**config.mk**
```make
export PLATFORM = sky130hd
export DESIGN_NAME = serial_uart_endpoint_flat
export DESIGN_NICKNAME = d
export VERILOG_FILES = /design/src/rtl/serial_uart_endpoint_if.sv /design/src/rtl/serial_uart_endpoint.sv /design/src/flat_wrapper.sv
export SDC_FILE = /design/constraint.sdc
export NUM_CORES = 1
export LEC_CHECK = 0
export BUFFER_PORTS_ARGS = -buffer_cell sky130_fd_sc_hd__buf_2
export CORE_UTILIZATION = 68
export CTS_BUF_LIST = sky130_fd_sc_hd__clkbuf_8
export DETAILED_ROUTE_END_ITERATION = 16
export PLACE_DENSITY = 0.87
export REMOVE_ABC_BUFFERS = 1
export SKIP_CTS_REPAIR_TIMING = 1
export SYNTH_ARGS = -nofsm -noshare
export SYNTH_HDL_FRONTEND = slang
export SYNTH_SLANG_ARGS = --single-unit
```
**constraint.sdc**
```tcl
create_clock -name clock -period 3.72 [get_ports clock]
set_input_delay 0.186 -clock clock [delete_from_list [all_inputs] [get_ports clock]]
set_output_delay 0.186 -clock clock [all_outputs]
set_load 0.01 [all_outputs]
```
**src/rtl/serial_uart_endpoint_if.sv**
```systemverilog
// Processor-facing byte-serial port of the UART endpoint.
// The master is the processor and the slave is the endpoint.
interface serial_uart_endpoint_if;
    logic [7:0] cpu_data_in;
    logic       cpu_wren_in;
    logic       cpu_rden_in;
    logic [7:0] cpu_data_out;
    logic       cpu_valid_out;
    logic       cpu_ready_out;

    modport master (
        output cpu_data_in,
        output cpu_wren_in,
        output cpu_rden_in,
        input  cpu_data_out,
        input  cpu_valid_out,
        input  cpu_ready_out
    );

    modport slave (
        input  cpu_data_in,
        input  cpu_wren_in,
        input  cpu_rden_in,
        output cpu_data_out,
        output cpu_valid_out,
        output cpu_ready_out
    );
endinterface

```
**src/rtl/serial_uart_endpoint.sv**
```systemverilog
// Bridges the processor serial port to an 8N1 UART line.
// TX and RX each have a show-ahead FIFO and a bit-timing FSM.
module serial_uart_endpoint #(
    parameter int CLKS_PER_BIT = 16,
    parameter int FIFO_DEPTH   = 4
) (
    input  logic                  clock,
    input  logic                  reset,
    serial_uart_endpoint_if.slave bus,
    input  logic                  uart_rx_in,
    output logic                  uart_tx_out,
    output logic                  rx_frame_err_out,
    output logic                  rx_overrun_out
);

    localparam int PTR_W = (FIFO_DEPTH > 2) ? $clog2(FIFO_DEPTH) : 1;
    localparam int CNT_W = $clog2(CLKS_PER_BIT);
    localparam logic [PTR_W:0]   DEPTH_C   = (PTR_W+1)'(FIFO_DEPTH);
    localparam logic [CNT_W-1:0] BIT_LAST  = CNT_W'(CLKS_PER_BIT - 1);
    localparam logic [CNT_W-1:0] HALF_LAST = CNT_W'(CLKS_PER_BIT / 2 - 1);

    localparam logic [1:0] TX_IDLE  = 2'd0;
    localparam logic [1:0] TX_START = 2'd1;
    localparam logic [1:0] TX_DATA  = 2'd2;
    localparam logic [1:0] TX_STOP  = 2'd3;

    localparam logic [2:0] RX_IDLE  = 3'd0;
    localparam logic [2:0] RX_START = 3'd1;
    localparam logic [2:0] RX_DATA  = 3'd2;
    localparam logic [2:0] RX_STOP  = 3'd3;
    localparam logic [2:0] RX_BREAK = 3'd4;

    logic [7:0]       tx_mem [FIFO_DEPTH];
    logic [PTR_W-1:0] tx_wr_ptr, tx_rd_ptr;
    logic [PTR_W:0]   tx_count;
    logic             tx_full, tx_push, tx_pop;
    logic [1:0]       tx_state;
    logic [CNT_W-1:0] tx_cnt;
    logic [2:0]       tx_bit;
    logic [7:0]       tx_shift;
    logic             tx_bit_end;

    logic [7:0]       rx_mem [FIFO_DEPTH];
    logic [PTR_W-1:0] rx_wr_ptr, rx_rd_ptr;
    logic [PTR_W:0]   rx_count;
    logic             rx_full, rx_push, rx_pop, rx_nonempty;
    logic [1:0]       rx_sync;
    logic             rx_s;
    logic [2:0]       rx_state;
    logic [CNT_W-1:0] rx_cnt;
    logic [2:0]       rx_bit;
    logic [7:0]       rx_shift;
    logic             rx_stop_tick;

    assign tx_full    = (tx_count == DEPTH_C);
    assign tx_push    = bus.cpu_wren_in && !tx_full;
    assign tx_pop     = (tx_state == TX_IDLE) && (tx_count != '0);
    assign tx_bit_end = (tx_cnt == BIT_LAST);

    assign bus.cpu_ready_out = !tx_full;

    always_ff @(posedge clock or negedge reset) begin
        if (!reset) begin
            tx_wr_ptr <= '0;
            tx_rd_ptr <= '0;
            tx_count  <= '0;
        end else begin
            if (tx_push) tx_wr_ptr <= tx_wr_ptr + 1'b1;
            if (tx_pop)  tx_rd_ptr <= tx_rd_ptr + 1'b1;
            case ({tx_push, tx_pop})
                2'b10:   tx_count <= tx_count + 1'b1;
                2'b01:   tx_count <= tx_count - 1'b1;
                default: tx_count <= tx_count;
            endcase
        end
    end

    always_ff @(posedge clock) begin
        if (tx_push) tx_mem[tx_wr_ptr] <= bus.cpu_data_in;
        if (tx_pop)
            tx_shift <= tx_mem[tx_rd_ptr];
        else if (tx_state == TX_DATA && tx_bit_end)
            tx_shift <= {1'b0, tx_shift[7:1]};
    end

    // The line is a registered output so it changes only on the bit-boundary edge.
    always_ff @(posedge clock or negedge reset) begin
        if (!reset) begin
            tx_state    <= TX_IDLE;
            tx_cnt      <= '0;
            tx_bit      <= '0;
            uart_tx_out <= 1'b1;
        end else begin
            case (tx_state)
                TX_IDLE: begin
                    tx_cnt <= '0;
                    tx_bit <= '0;
                    if (tx_pop) begin
                        tx_state    <= TX_START;
                        uart_tx_out <= 1'b0;
                    end
                end
                TX_START: begin
                    if (tx_bit_end) begin
                        tx_cnt      <= '0;
                        tx_state    <= TX_DATA;
                        uart_tx_out <= tx_shift[0];
                    end else begin
                        tx_cnt <= tx_cnt + 1'b1;
                    end
                end
                TX_DATA: begin
                    if (tx_bit_end) begin
                        tx_cnt <= '0;
                        if (tx_bit == 3'd7) begin
                            tx_state    <= TX_STOP;
                            uart_tx_out <= 1'b1;
                        end else begin
                            tx_bit      <= tx_bit + 1'b1;
                            uart_tx_out <= tx_shift[1];
                        end
                    end else begin
                        tx_cnt <= tx_cnt + 1'b1;
                    end
                end
                default: begin
                    uart_tx_out <= 1'b1;
                    if (tx_bit_end) begin
                        tx_cnt   <= '0;
                        tx_state <= TX_IDLE;
                    end else begin
                        tx_cnt <= tx_cnt + 1'b1;
                    end
                end
            endcase
        end
    end

    assign rx_s         = rx_sync[1];
    assign rx_full      = (rx_count == DEPTH_C);
    assign rx_nonempty  = (rx_count != '0);
    assign rx_stop_tick = (rx_state == RX_STOP) && (rx_cnt == BIT_LAST);
    assign rx_push      = rx_stop_tick && rx_s && !rx_full;
    assign rx_pop       = bus.cpu_rden_in && rx_nonempty;

    assign bus.cpu_valid_out = rx_nonempty;
    assign bus.cpu_data_out  = rx_nonempty ? rx_mem[rx_rd_ptr] : 8'h00;

    always_ff @(posedge clock or negedge reset) begin
        if (!reset) begin
            rx_sync   <= 2'b11;
            rx_wr_ptr <= '0;
            rx_rd_ptr <= '0;
            rx_count  <= '0;
        end else begin
            rx_sync <= {rx_sync[0], uart_rx_in};
            if (rx_push) rx_wr_ptr <= rx_wr_ptr + 1'b1;
            if (rx_pop)  rx_rd_ptr <= rx_rd_ptr + 1'b1;
            case ({rx_push, rx_pop})
                2'b10:   rx_count <= rx_count + 1'b1;
                2'b01:   rx_count <= rx_count - 1'b1;
                default: rx_count <= rx_count;
            endcase
        end
    end

    always_ff @(posedge clock) begin
        if (rx_push) rx_mem[rx_wr_ptr] <= rx_shift;
        if (rx_state == RX_DATA && rx_cnt == BIT_LAST)
            rx_shift <= {rx_s, rx_shift[7:1]};
    end

    // Start is confirmed at mid-bit, so every later sample lands mid-bit too.
    always_ff @(posedge clock or negedge reset) begin
        if (!reset) begin
            rx_state         <= RX_IDLE;
            rx_cnt           <= '0;
            rx_bit           <= '0;
            rx_frame_err_out <= 1'b0;
            rx_overrun_out   <= 1'b0;
        end else begin
            case (rx_state)
                RX_IDLE: begin
                    rx_cnt <= '0;
                    rx_bit <= '0;
                    if (!rx_s) rx_state <= RX_START;
                end
                RX_START: begin
                    if (rx_cnt == HALF_LAST) begin
                        rx_cnt   <= '0;
                        rx_state <= rx_s ? RX_IDLE : RX_DATA;
                    end else begin
                        rx_cnt <= rx_cnt + 1'b1;
                    end
                end
                RX_DATA: begin
                    if (rx_cnt == BIT_LAST) begin
                        rx_cnt <= '0;
                        if (rx_bit == 3'd7) rx_state <= RX_STOP;
                        else                rx_bit   <= rx_bit + 1'b1;
                    end else begin
                        rx_cnt <= rx_cnt + 1'b1;
                    end
                end
                RX_STOP: begin
                    if (rx_stop_tick) begin
                        rx_cnt <= '0;
                        if (!rx_s) begin
                            rx_frame_err_out <= 1'b1;
                            rx_state         <= RX_BREAK;
                        end else begin
                            if (rx_full) rx_overrun_out <= 1'b1;
                            rx_state <= RX_IDLE;
                        end
                    end else begin
                        rx_cnt <= rx_cnt + 1'b1;
                    end
                end
                default: begin
                    rx_cnt <= '0;
                    if (rx_s) rx_state <= RX_IDLE;
                end
            endcase
        end
    end

endmodule

```
**src/flat_wrapper.sv**
```systemverilog
// flat-port wrapper written by rule: the top's interface ports become plain ports
module serial_uart_endpoint_flat 
#(
    parameter int CLKS_PER_BIT = 16,
    parameter int FIFO_DEPTH   = 4
)
  (clock, reset, uart_rx_in, uart_tx_out, rx_frame_err_out, rx_overrun_out, bus_cpu_data_in, bus_cpu_wren_in, bus_cpu_rden_in, bus_cpu_data_out, bus_cpu_valid_out, bus_cpu_ready_out);
  serial_uart_endpoint_if bus_i ();
  input  logic clock;
  input  logic reset;
  input  logic uart_rx_in;
  output logic uart_tx_out;
  output logic rx_frame_err_out;
  output logic rx_overrun_out;
  input wire logic [$bits(bus_i.cpu_data_in)-1:0] bus_cpu_data_in;
  input wire logic [$bits(bus_i.cpu_wren_in)-1:0] bus_cpu_wren_in;
  input wire logic [$bits(bus_i.cpu_rden_in)-1:0] bus_cpu_rden_in;
  output wire logic [$bits(bus_i.cpu_data_out)-1:0] bus_cpu_data_out;
  output wire logic [$bits(bus_i.cpu_valid_out)-1:0] bus_cpu_valid_out;
  output wire logic [$bits(bus_i.cpu_ready_out)-1:0] bus_cpu_ready_out;
  assign bus_i.cpu_data_in = bus_cpu_data_in;
  assign bus_i.cpu_wren_in = bus_cpu_wren_in;
  assign bus_i.cpu_rden_in = bus_cpu_rden_in;
  assign bus_cpu_data_out = bus_i.cpu_data_out;
  assign bus_cpu_valid_out = bus_i.cpu_valid_out;
  assign bus_cpu_ready_out = bus_i.cpu_ready_out;
  serial_uart_endpoint #(.CLKS_PER_BIT(CLKS_PER_BIT), .FIFO_DEPTH(FIFO_DEPTH)) u_core (.clock(clock), .reset(reset), .bus(bus_i), .uart_rx_in(uart_rx_in), .uart_tx_out(uart_tx_out), .rx_frame_err_out(rx_frame_err_out), .rx_overrun_out(rx_overrun_out));
endmodule
```
==> flow_metrics.env <==
export IMPL_synth_edf_count=80
export IMPL_first_iter_violations=122
export IMPL_min_period_ps=2517
export IMPL_final_core_util=0.7913
export IMPL_initial_core_util=0.7007
export IMPL_synth_seq_area_share=0.6605
export IMPL_ios=26
export IMPL_synth_simple_area_share=0.1049
export IMPL_syn_inst=336
export IMPL_power_switching_w=0.001341
export IMPL_cts_root_buf="clkbuf_8"
export IMPL_hold_path_class="input pin to flip-flop"
export IMPL_async_flop_share=0.3220
export IMPL_synth_fa_ha_area_frac=0.05711
export IMPL_h_tree_depth=4
export IMPL_diodes=0
export IMPL_p_per_area_mw_per_mm2=729.0
export IMPL_p_total_w=0.004184
export IMPL_die_area_sq_mm=0.007823
export IMPL_grt_ovfl_total=0
export IMPL_nets=411
export IMPL_grt_pass1_vias=2790
export IMPL_synth_largest_area_cell="edfxtp_1"
export IMPL_drt_wl_total_mm=8.707
export IMPL_synth_ff_type="edfxtp_1"
export IMPL_dr_pass1_iters=5
export IMPL_row_count=31
export IMPL_routedWlPerCell_um=17.84
export IMPL_avgSynthCellArea_sq_um=15.13
export IMPL_drcViolationCount=0
export IMPL_drive_gt1_frac=0.2082
export IMPL_grt_first_pass_wirelength_mm=13.34
export IMPL_dpl_hpwl_mm=5.537
export IMPL_dp_cells=446
export IMPL_netSwitchingFraction=0.3205
export IMPL_path_clk_slew_ps=70
export IMPL_synth_xor_area_share=0.02930
export IMPL_area_growth_pct=12.92
export IMPL_synth_compound_gate_area_share=0.03964
export IMPL_clockBufferDepth=2
export IMPL_cellLeakagePower_nw=2.264
export IMPL_clk_latency_ps=420
export IMPL_setup_viol=0
export IMPL_period_share=0.6767
export IMPL_drtAntennaViolNets=0
export IMPL_synth_seq_cells=118
export IMPL_cts_tree="built"
export IMPL_slew_headroom=0.4398
export IMPL_fin_tns_setup_ps=0
export IMPL_arrival_ps=2860
export IMPL_num_vias=2834
export IMPL_die_h_um=88.45
export IMPL_yosysTopAreaCellShare=0.4727
export IMPL_worst_pin_slew_ps=840.4
export IMPL_ir_worst_vdd_mv=0.4669
export IMPL_gp_congestion=0.8044
export IMPL_cts_num_sinks=118
export IMPL_worstSetupPathType="flip-flop to flip-flop"
export IMPL_grt_usage=0.2438
export IMPL_port_buffers=25
export IMPL_numCtsBuffers=17
export IMPL_yosysWarningCount=0
export IMPL_ys_types=50
export IMPL_rsz0062_at_grt="false"
export IMPL_seqPwrFrac=0.476
export IMPL_worst_ep_required_time_ps=4070
export IMPL_antenna_found_initial=0
export IMPL_cell_internal_pwr_w=0.002843
export IMPL_critPathLaunchType="flip-flop"
export IMPL_cp_max_fo=10
export IMPL_postPlaceCellArea_sq_mm=0.005266
export IMPL_grt_start_max_net_pins=39
export IMPL_timing_hold_violations_final=0
export IMPL_finClkSkew_ps=12.19
export IMPL_outcome="complete, no violations"
export IMPL_fmax_mhz=397.3
export IMPL_die_w_um=88.45
export IMPL_power_frac_clock=0.260
export IMPL_fin_cells=488
export IMPL_syn_cell_area_sq_mm=0.005082
export IMPL_worstSetupEndpointType="flip-flop"
export IMPL_fill_cells=410
export IMPL_synth_area_leaders="edfxtp_1 47%, dfrtp_1 17%, mux4_2 7.1%"
export IMPL_synth_top_family_by_area="simple AND/OR/NAND/NOR gates"
export IMPL_combPwrFrac=0.264
export IMPL_muxShareOfSynthArea=0.08321
export IMPL_slew_violations=0
export IMPL_vias_per_cell=5.807
export IMPL_core_area_sq_mm=0.007253
export IMPL_max_cap_viol_count=0
export IMPL_design_area_sq_mm=0.005739
## power by group through the flow
stage	Sequential (W)	Combinational, W	Clock (W)
2_1_floorplan	0.00193	0.000826	0
6_report	0.00199	0.00110	0.00109
4_1_cts	0.00199	0.00111	0.00110
3_3_place_gp	0.00200	0.00103	0
3_5_place_dp	0.00202	0.00110	0
5_1_grt	0.00204	0.00123	0.00116
## routing by layer
layer | up-vias | wire length [um] | global-route usage | part of all wire
li1 | 1318 | - | - | -
met1 | 1435 | 3484 | 0.2962 | 0.40
met2 | 77 | 4850 | 0.4154 | 0.56
met3 | 4 | 305 | 0.06996 | 0.035
met4 | 0 | 67 | 0.09824 | 0.0077
met5 | - | 0 | 0 | 0
## path summary, 6_finish.rpt
path                                    start  cells past startpoint  slack (ps)               endpoint
min in group asynchronous               reset                      2         410       u_core.tx_bit[1]
max                        u_core.tx_state[0]                     10        1200     u_core.tx_count[2]
max in group asynchronous               reset                      2        2770  u_core.rx_overrun_out
min reg2reg                 u_core.rx_sync[0]                      0         360      u_core.rx_sync[1]
max reg2reg                u_core.tx_state[0]                     10        1200     u_core.tx_count[2]
min                           bus_cpu_rden_in                      3          80    u_core.rx_rd_ptr[1]
## state kept, by name, indices dropped and copies added (netlist names), 3 cells and up
signal,cells
u_core.rx_mem,32
u_core.tx_mem,32
u_core.rx_shift,8
u_core.tx_shift,8
u_core.rx_cnt,4
u_core.tx_cnt,4
u_core.rx_bit,3
u_core.rx_count,3
u_core.rx_state,3
u_core.tx_bit,3
u_core.tx_count,3
## metrics by stage
step / hold WS (ps) / setup slack, ps
after floorplan: -109.6 / 1511
after global placement: 294.2 / 1359
after detailed placement: 299.9 / 1194
after CTS: -150.3 / 1199
after global routing: 74.34 / 1004
final: 76.98 / 1203
## kinds of logic (layout without fill, tap and decap cells)
| kind of cell | Yosys count | count (layout) |
|---|---|---|
| compound gates | 26 | 26 |
| xor+xnor | 17 | 17 |
| fa+ha+maj | 22 | 22 |
| buf+inv | 31 | 84 |
| flops | 118 | 118 |
| mux | 21 | 21 |
| simple gates | 101 | 101 |
## cells in the final DEF (no fill, tap or decap), types with 3 or more instances in the layout
cell	instances
ha_1	20
dfrtp_1	35
edfxtp_1	80
clkbuf_8	17
xnor2_1	10
buf_2	25
dfstp_2	3
and3_1	7
nor3b_1	3
and2_1	14
nand4b_1	4
clkinvlp_4	3
nor2_1	12
a21oi_1	4
clkinv_1	3
nand2_1	36
o211ai_1	4
o21ai_0	4
clkinv_2	3
nand3_1	11
dlygate4sd3_1	10
mux4_2	16
a2111oi_0	3
xor2_1	7
inv_1	17
## critical path: stages (launching register included)
cell	delay, ps
dfrtp_1	410
inv_1	90
ha_1	380
o31ai_4	210
inv_2	180
ha_1	210
inv_1	80
fa_1	470
xor2_1	160
nor2_1	120
xor2_1	150
## cells in the mapped netlist (all sizes together), types with 5 or more instances
cell and instances:
nand3 11, and2 15, mux4 16, nor2 12, nand2 36, dfrtp 35, buf 9, clkbuf 5
edfxtp 80, xor2 7, xnor2 10, ha 20, and3 8, inv 17
## layout make-up
type	instances	area (sq um)	area share
clock buffer	17	234.0	0.04077
clock inverter	15	138.9	0.02420
inverter	17	63.81	0.01112
multi-input combinational	187	1597	0.2782
sequential	118	3357	0.5849
tap	99	123.9	0.02158
timing repair buffer	35	225.2	0.03924
Note: power is estimated with default switching activity, not from simulation.
